[src/rtl/cache_port_arbiter.sv]
// cache_port_arbiter: shares the single cache_ctrl user port between two
// requesters (0 = AHB SRAM bridge, 1 = DMA/SD loader). One transaction is
// in flight at a time: IDLE -> ISSUE -> WAIT -> DONE, with a watchdog on
// the ISSUE phase in case the cache never raises busy.
// Build option: define ARB_ROUND_ROBIN_EN for round-robin on ties;
// otherwise requester 0 always wins ties.
module cache_port_arbiter #(
  parameter int W_ADDR  = 32,
  parameter int W_DATA  = 32,
  parameter int TIMEOUT = 255
) (
  input  logic                  clk,
  input  logic                  rst_n,
  input  logic [1:0]            rq_valid,
  input  logic [1:0]            rq_we,
  input  logic [W_ADDR-1:0]     rq_addr0,
  input  logic [W_ADDR-1:0]     rq_addr1,
  input  logic [W_DATA-1:0]     rq_wdata0,
  input  logic [W_DATA-1:0]     rq_wdata1,
  input  logic [W_DATA/8-1:0]   rq_mask0,
  input  logic [W_DATA/8-1:0]   rq_mask1,
  output logic [1:0]            rq_ready,
  output logic [1:0]            rq_done,
  output logic                  rq_err,
  output logic [W_DATA-1:0]     rq_rdata,
  output logic                  d_rd_en,
  output logic                  d_wr_en,
  output logic [W_ADDR-1:0]     d_addr,
  output logic [W_DATA-1:0]     d_wdata,
  output logic [W_DATA/8-1:0]   d_mask,
  input  logic [W_DATA-1:0]     d_rdata,
  input  logic                  d_busy,
  input  logic                  d_init_done,
  output logic                  gnt_id
);

  localparam int W_MASK = W_DATA / 8;

  localparam logic [1:0] S_IDLE  = 2'd0;
  localparam logic [1:0] S_ISSUE = 2'd1;
  localparam logic [1:0] S_WAIT  = 2'd2;
  localparam logic [1:0] S_DONE  = 2'd3;

  // Watchdog value at which the ISSUE phase is abandoned
  localparam logic [7:0] WD_LAST = 8'(TIMEOUT - 1);

  // Downstream addresses are word aligned
  localparam logic [W_ADDR-1:0] ADDR_WORD_MASK = {{(W_ADDR-2){1'b1}}, 2'b00};

  logic [1:0]        state_q, state_d;
  logic              last_q, last_d;
  logic              gnt_q, gnt_d;
  logic              we_q, we_d;
  logic [W_ADDR-1:0] addr_q, addr_d;
  logic [W_DATA-1:0] wdata_q, wdata_d;
  logic [W_MASK-1:0] mask_q, mask_d;
  logic [7:0]        wd_q, wd_d;
  logic              rd_en_q, rd_en_d;
  logic              wr_en_q, wr_en_d;
  logic [1:0]        ready_q, ready_d;
  logic [1:0]        done_q, done_d;
  logic              err_q, err_d;
  logic [W_DATA-1:0] rdata_q, rdata_d;
  logic              gid_s;

  // Chooses the requester to serve; last is the previous winner
  function automatic logic pick_grant(input logic [1:0] valid, input logic last);
    logic g;
    case (valid)
      2'b01:   g = 1'b0;
      2'b10:   g = 1'b1;
`ifdef ARB_ROUND_ROBIN_EN
      2'b11:   g = ~last;
`else
      2'b11:   g = 1'b0;
`endif
      default: g = 1'b0;
    endcase
    return g;
  endfunction

  // Arbitration winner for the current cycle
  always_comb begin
    gid_s = pick_grant(rq_valid, last_q);
  end

  // Transaction sequencer: next-state and next-output computation
  always_comb begin
    state_d = state_q;
    last_d  = last_q;
    gnt_d   = gnt_q;
    we_d    = we_q;
    addr_d  = addr_q;
    wdata_d = wdata_q;
    mask_d  = mask_q;
    wd_d    = wd_q;
    rd_en_d = rd_en_q;
    wr_en_d = wr_en_q;
    ready_d = 2'b00;
    done_d  = 2'b00;
    err_d   = 1'b0;
    rdata_d = rdata_q;
    case (state_q)
      S_IDLE: begin
        if (d_init_done && !d_busy && (rq_valid != 2'b00)) begin
          gnt_d   = gid_s;
          wd_d    = 8'd0;
          state_d = S_ISSUE;
          if (gid_s) begin
            ready_d = 2'b10;
            we_d    = rq_we[1];
            addr_d  = rq_addr1 & ADDR_WORD_MASK;
            wdata_d = rq_wdata1;
            mask_d  = rq_mask1;
          end else begin
            ready_d = 2'b01;
            we_d    = rq_we[0];
            addr_d  = rq_addr0 & ADDR_WORD_MASK;
            wdata_d = rq_wdata0;
            mask_d  = rq_mask0;
          end
        end else begin
          state_d = S_IDLE;
        end
      end
      S_ISSUE: begin
        if (d_busy) begin
          // Cache accepted the command: release the enable
          rd_en_d = 1'b0;
          wr_en_d = 1'b0;
          state_d = S_WAIT;
        end else if (wd_q == WD_LAST) begin
          // Cache never responded: abandon with an error completion
          rd_en_d = 1'b0;
          wr_en_d = 1'b0;
          done_d  = gnt_q ? 2'b10 : 2'b01;
          err_d   = 1'b1;
          state_d = S_DONE;
        end else begin
          rd_en_d = ~we_q;
          wr_en_d = we_q;
          wd_d    = wd_q + 8'd1;
        end
      end
      S_WAIT: begin
        if (!d_busy) begin
          if (!we_q) begin
            rdata_d = d_rdata;
          end else begin
            rdata_d = rdata_q;
          end
          done_d  = gnt_q ? 2'b10 : 2'b01;
          state_d = S_DONE;
        end else begin
          state_d = S_WAIT;
        end
      end
      S_DONE: begin
        last_d  = gnt_q;
        state_d = S_IDLE;
      end
      default: begin
        rd_en_d = 1'b0;
        wr_en_d = 1'b0;
        state_d = S_IDLE;
      end
    endcase
  end

  // State and registered outputs; reset drops any in-flight transaction
  always_ff @(posedge clk or negedge rst_n) begin
    if (!rst_n) begin
      state_q <= S_IDLE;
      last_q  <= 1'b1;
      gnt_q   <= 1'b0;
      we_q    <= 1'b0;
      addr_q  <= {W_ADDR{1'b0}};
      wdata_q <= {W_DATA{1'b0}};
      mask_q  <= {W_MASK{1'b0}};
      wd_q    <= 8'd0;
      rd_en_q <= 1'b0;
      wr_en_q <= 1'b0;
      ready_q <= 2'b00;
      done_q  <= 2'b00;
      err_q   <= 1'b0;
      rdata_q <= {W_DATA{1'b0}};
    end else begin
      state_q <= state_d;
      last_q  <= last_d;
      gnt_q   <= gnt_d;
      we_q    <= we_d;
      addr_q  <= addr_d;
      wdata_q <= wdata_d;
      mask_q  <= mask_d;
      wd_q    <= wd_d;
      rd_en_q <= rd_en_d;
      wr_en_q <= wr_en_d;
      ready_q <= ready_d;
      done_q  <= done_d;
      err_q   <= err_d;
      rdata_q <= rdata_d;
    end
  end

  assign rq_ready = ready_q;
  assign rq_done  = done_q;
  assign rq_err   = err_q;
  assign rq_rdata = rdata_q;
  assign d_rd_en  = rd_en_q;
  assign d_wr_en  = wr_en_q;
  assign d_addr   = addr_q;
  assign d_wdata  = wdata_q;
  assign d_mask   = mask_q;
  assign gnt_id   = gnt_q;

endmodule
[config.mk]
export PLATFORM = sky130hd
export DESIGN_NAME = cache_port_arbiter
export DESIGN_NICKNAME = d
export VERILOG_FILES = /design/src/rtl/cache_port_arbiter.sv
export SDC_FILE = /design/constraint.sdc
export NUM_CORES = 1
export LEC_CHECK = 0
export ABC_AREA = 0
export BUFFER_PORTS_ARGS = -buffer_cell sky130_fd_sc_hd__buf_4
export CAP_MARGIN = 20
export CORE_ASPECT_RATIO = 0.7
export CORE_MARGIN = 5
export CORE_UTILIZATION = 35
export CTS_BUF_LIST = sky130_fd_sc_hd__clkbuf_4 sky130_fd_sc_hd__clkbuf_8
export CTS_CLUSTER_SIZE = 24
export DETAILED_ROUTE_END_ITERATION = 6
export PLACE_DENSITY_LB_ADDON = 0.1
export SYNTH_ARGS = -nofsm -noshare
export SYNTH_HDL_FRONTEND = slang
export SYNTH_SLANG_ARGS = --single-unit
[constraint.sdc]
create_clock -name clk -period 2.2 [get_ports clk]
set_clock_uncertainty 0.2 [all_clocks]
set_input_delay 0.22 -clock clk [delete_from_list [all_inputs] [get_ports clk]]
set_output_delay 0.22 -clock clk [all_outputs]
set_load 0.005 [all_outputs]
==> impl_metrics.toml, run 1 <==
[status]
status = "complete, no violations"

[die]
pin_count = 284
coreArea_um2 = 14720
dieArea_um2 = 17600
die_w_um = 156.4
die-height_um = 112.5
initial_core_util_pct = 35.68
rows = 37

[drt]
highest_layer = "met4"
wl_mm = 17.76
wl_met1_mm = 7.143
vias_per_cell = 4.585
postRouteAntennaNets = 0
drc_errors = 0
dr_wl_met2_mm = 8.898
wl_per_cell_um = 16.08
drtPass1Iterations = 4
drt_iter0_drc = 216
vias = 5062
wl_met3_mm = 1.403

[yosys]
seq_area_frac_synth_pct = 55.74
avgSynthCellArea_um2 = 11.62
ys_seq_elements = 117
syn_inst = 452
synth_cell_type_count = 38
netlist_area_um2 = 5253
synth_edf_count = 0
synth_flop_cell = "dfrtp_1"
ys_warn_count = 0
async_reset_ff_share_pct = 100.0

[global_routing]
antenna_found_initial = 0
grt_pass1_vias = 5484
grt_overflow = 0
grt_pass1_wl_mm = 28.04
track_usage_pct = 20.04
grt_start_max_net_pins = 71

[worst_hold_path]
min_path_type = "in2async"

[clock_network]
clk_latency_ps = 420
cts_max_level = 4
cts_root_buf = "clkbuf_8"
cts_buffers = 17
cts.sinks = 117
cts_tree = "done"
post_cts_buffers = 0
clockBufferDepth = 2
clk_pin_slew_ps = 80

[job]
drv_cap = 0

[power_and_ir_drop]
power.density_nw_per_um2 = 971.4
peakVddDrop_mv = 0.4367
finalPower_mw = 9.340
leakage_nw = 4.627

[place]
place.gp.congestion = 0.8338
postPlaceCellArea_um2 = 7532
hpwlAfterDp_mm = 11.76
io_buffers = 277
dp_slack_ps = 259.0
dp_cells = 904

[cells_and_area]
final_area_um2 = 9614
utilization_pct = 65.31
num_antenna_cells = 0
syn_to_final_growth_pct = 83.04
stdcell_count = 1104
fin_nets = 1078
drive_gt1_share_pct = 39.49

[timing]
setup_viol = 0
slew_violations = 0
tns_ps = 0
finalWorstSetupSlack_ps = 254.8
period_share_pct = 88.42
whs_ps = 125.1
grt_setup_unrepaired = "false"
hold_viol_final = 0
fmax_mhz = 514.1
layout_min_cycle_time_ps = 1945

[critical_path]
crit_path_top_delay_cell = "dfrtp_1"
cp_max_fo = 70
endpoint_kind = "register"
reg2reg_from = "state_q[1]"
cpPeakStageDelay_ps = 390
cp_top_family = "simple AND/OR/NAND/NOR gates"
cp_cell_sequence = "inv_1 > ha_1 > nand2b_4 > or2_4 > buf_12 > o21ai_0"
critPathRequiredTime_ps = 2320
critical_path_class = "reg2reg"
path_buf_inv = 2
crit_arrival_ps = 2070
worst_setup_path_start_kind = "register"
cp-startpoint = "state_q[1]"
## area by class of cell
class                      count  area, µm²
tap                          195      244.0
fill                        1122       5107
timing repair buffer         454       3904
inverter                       9      33.78
clock buffer                  18      247.7
sequential                   117       2928
multi-input combinational    297       2105
clock inverter                14      152.6
## kinds of logic (layout without fill, tap and decap cells)
group | Yosys count | count (layout) | share of synthesized area, %
other | 1 | 2 | 0.07139
adder cells (fa/ha/maj) | 6 | 6 | 1.429
multiplexers | 103 | 103 | 20.41
AO/OA/AOI/OAI | 93 | 93 | 9.647
buffers and inverters | 39 | 495 | 4.574
flip-flops | 117 | 117 | 55.74
AND/OR/NAND/NOR | 93 | 93 | 8.123
## metal layers
layer,track usage [%],up-vias
met5,0,-
met4,6.127,0
met3,6.243,24
met2,34.66,191
met1,23.91,2388
li1,-,2459
## worst register-to-register path, delay by kind of cell (launching register included)
family | cells | cell delay, ps
AND/OR/NAND/NOR | 2 | 410
adder cells (fa/ha/maj) | 1 | 240
flip-flops | 1 | 390
AO/OA/AOI/OAI | 1 | 250
buffers and inverters | 2 | 350
## sequential cells by signal, summed over array words and instances, names as in the netlist
register and flops:
d_wdata 32, state_q 2, rq_ready 2, gnt_id 1
rq_rdata 32, d_rd_en 1, d_addr 30, d_mask 4
rq_done 2, d_wr_en 1, we_q 1, wd_q 8
rq_err 1
## cells in the mapped netlist (2+ instances only)
cell type / instances / area [µm²]
clkbuf_1: 4 / 15.01
ha_1: 6 / 75.07
o22ai_1: 2 / 12.51
buf_6: 7 / 78.83
o31ai_1: 4 / 30.03
inv_1: 9 / 33.78
a21boi_0: 2 / 15.01
mux2i_1: 70 / 700.7
nand2_1: 71 / 266.5
nand3_1: 3 / 15.01
nand2b_4: 2 / 27.53
dfrtp_1: 117 / 2928
nor3_1: 2 / 10.01
nor2b_1: 2 / 12.51
mux2_2: 33 / 371.6
o21ai_1: 44 / 220.2
buf_2: 10 / 50.05
buf_4: 7 / 52.55
o21ai_0: 28 / 140.1
nor2_1: 4 / 15.01
a21oi_1: 7 / 35.03
clkbuf_2: 2 / 10.01
## report_power, final
group | switching [mW] | internal, mW | total (mW)
Clock | 0.937 | 1.05 | 1.98
Combinational | 1.49 | 2.25 | 3.75
Sequential | 0.525 | 3.09 | 3.61
## final timing paths
| check | to | slack, ps | cells past startpoint |
|---|---|---|---|
| hold reg to reg | d_wdata[6] | 280 | 2 |
| setup / recovery | d_wdata[27] | 250 | 6 |
| min in group clk | state_q[0] | 130 | 5 |
| hold / removal | rq_rdata[18] | 130 | 3 |
| setup reg to reg | d_wdata[27] | 250 | 6 |
| max in group asynchronous | d_mask[2] | 1370 | 3 |
## layout by cell type, fill, tap and decap left out, drive strengths merged
master and n:
a21boi 2, a21o 1, a21oi 7, a221o 1, a31oi 1, a41oi 1
buf 286, bufinv 2, clkbuf 18, clkinv 5, clkinvlp 4, conb 2
dfrtp 117, dlygate4sd3 168, ha 6, inv 12, mux2 33, mux2i 70
nand2 71, nand2b 3, nand3 3, nand4 2, nor2 5, nor2b 2
nor3 2, nor3b 1, nor4 1, nor4b 1, nor4bb 1, o21ai 72
o22ai 3, o31ai 4, o32ai 1, or2 1
## timing repair
item,in CTS,in global routing
gates resized for setup,0,0
hold buffers,168,0
setup endpoints to repair,0,0
hold endpoints to repair,222,0
Note: power is estimated with default switching activity, not from simulation.
==> run 2, diff against run 1 <==
Clock period 2.2 ns to 2.24 ns, I/O delays scaled along.
==> impl_metrics.toml, run 2 (same netlist as run 1, synthesis figures left out) <==
[status]
status = "complete, no violations"

[cells_and_area]
final_area_um2 = 9677
stdcell_count = 1105
fillers = 1125
fin_nets = 1080
syn_to_final_growth_pct = 84.23
final_common_cell = "buf_4"
drive_gt1_share_pct = 39.49
layout_common_cells = "buf_4 (283), dlygate4sd3_1 (168), dfrtp_1 (117), nand2_1 (71), mux2i_1 (70)"

[global_routing]
grt_overflow = 0
track_usage_pct = 19.81
grt_pass1_wl_mm = 27.97
grt_start_max_net_pins = 52
grt_pass1_vias = 5615
antenna_found_initial = 0

[critical_path]
cp_max_fo = 42
worst_setup_path_start_kind = "register"
critPathRequiredTime_ps = 2380
critical_path_class = "reg2reg"
crit_arrival_ps = 2160
worst_r2r_path_depth = 7
endpoint_kind = "register"

[drt]
wl_per_cell_um = 15.92
wl_mm = 17.59
vias = 5062
drt_iter0_drc = 222
vias_per_cell = 4.581
postRouteAntennaNets = 0
drc_errors = 0
drtPass1Iterations = 4

[timing]
slew_headroom_pct = 63.95
period_share_pct = 89.94
slew_violations = 0
whs_ps = 139.2
layout_min_cycle_time_ps = 2015
grt_setup_unrepaired = "false"
tns_ps = 0
fmax_mhz = 496.3
finalWorstSetupSlack_ps = 225.3
setup_viol = 0
hold_viol_final = 0
worst_pin_slew_ps = 540.8

[power_and_ir_drop]
leakage_nw = 4.664
peakVddDrop_mv = 0.4464
power.density_nw_per_um2 = 978.2

[clock_network]
cts_root_buf = "clkbuf_8"
cts.sinks = 117
post_cts_buffers = 0
cts_tree = "done"
clk_pin_slew_ps = 70
cts_max_level = 4
ctsResizeCount = 0
clockBufferDepth = 2
clk_latency_ps = 420
cts_buffers = 17

[place]
io_buffers = 277
hpwlAfterDp_mm = 11.94
dp_cells = 906
postPlaceCellArea_um2 = 7535
dp_slack_ps = 243.9
place.gp.congestion = 0.8060

[die]
pin_count = 284
initial_core_util_pct = 35.68
die-height_um = 112.5
dieArea_um2 = 17600
rows = 37
die_w_um = 156.4
coreArea_um2 = 14720

[worst_hold_path]
min_path_type = "in2async"

[job]
drv_cap = 0
run 2: per-layer routing:
layer / track usage [%] / vias to the layer above / routed length (µm)
met5: 0 / - / 0
met4: 8.497 / 0 / 491
met3: 6.089 / 36 / 1433
met2: 34.34 / 194 / 8607
met1: 22.59 / 2369 / 7059
li1: - / 2463 / -
run 2: critical path, stage by stage, from the launching register on:
cell and delay [ps]:
dfrtp_1 370, inv_1 90, ha_1 260, nand2b_4 90
or2_4 410, buf_4 340, nand2_1 90, o21ai_1 90
run 2: area by class of cell:
cell class,count,area [µm²],share of cell area (%)
Inverter,9,33.78,0.3491
Timing Repair Buffer,456,3906,40.37
Clock buffer,21,282.8,2.922
Tap cell,195,244.0,2.521
Sequential cell,117,2928,30.26
Clock inverter,9,175.2,1.810
Multi-Input combinational cell,297,2105,21.75
Antenna cell,1,2.502,0.02586
run 2: path summary, 6_finish.rpt:
check                                     to  slack (ps)        start
worst max-delay path              d_addr[31]         230   state_q[0]
worst min-delay path            rq_rdata[18]         140        rst_n
worst max register to register    d_addr[31]         230   state_q[0]
worst min register to register    d_addr[29]         280   d_addr[29]
max in group asynchronous       rq_rdata[10]        1090        rst_n
min in group clk                 rq_ready[0]         150  rq_valid[0]
run 2: metrics by stage:
step | utilization, % | total power [mW]
floorplan | - | 4.888
global placement | 51.18 | 6.924
detailed placement | 51.18 | 7.024
CTS | 65.71 | 9.574
global route | 65.71 | 10.12
finish | 65.73 | 9.466
run 2: what timing repair did:
item                       in CTS  in global routing
hold buffers                  168                  0
hold endpoints to repair      141                  0
setup endpoints to repair       0                  0
run 2: power by group:
group / internal (mW) / leakage, nW / switching (mW)
Clock: 1.41 / 0.227 / 0.832
Sequential: 3.03 / 1.46 / 0.505
Combinational: 2.21 / 2.98 / 1.47
Total: 6.65 / 4.66 / 2.81
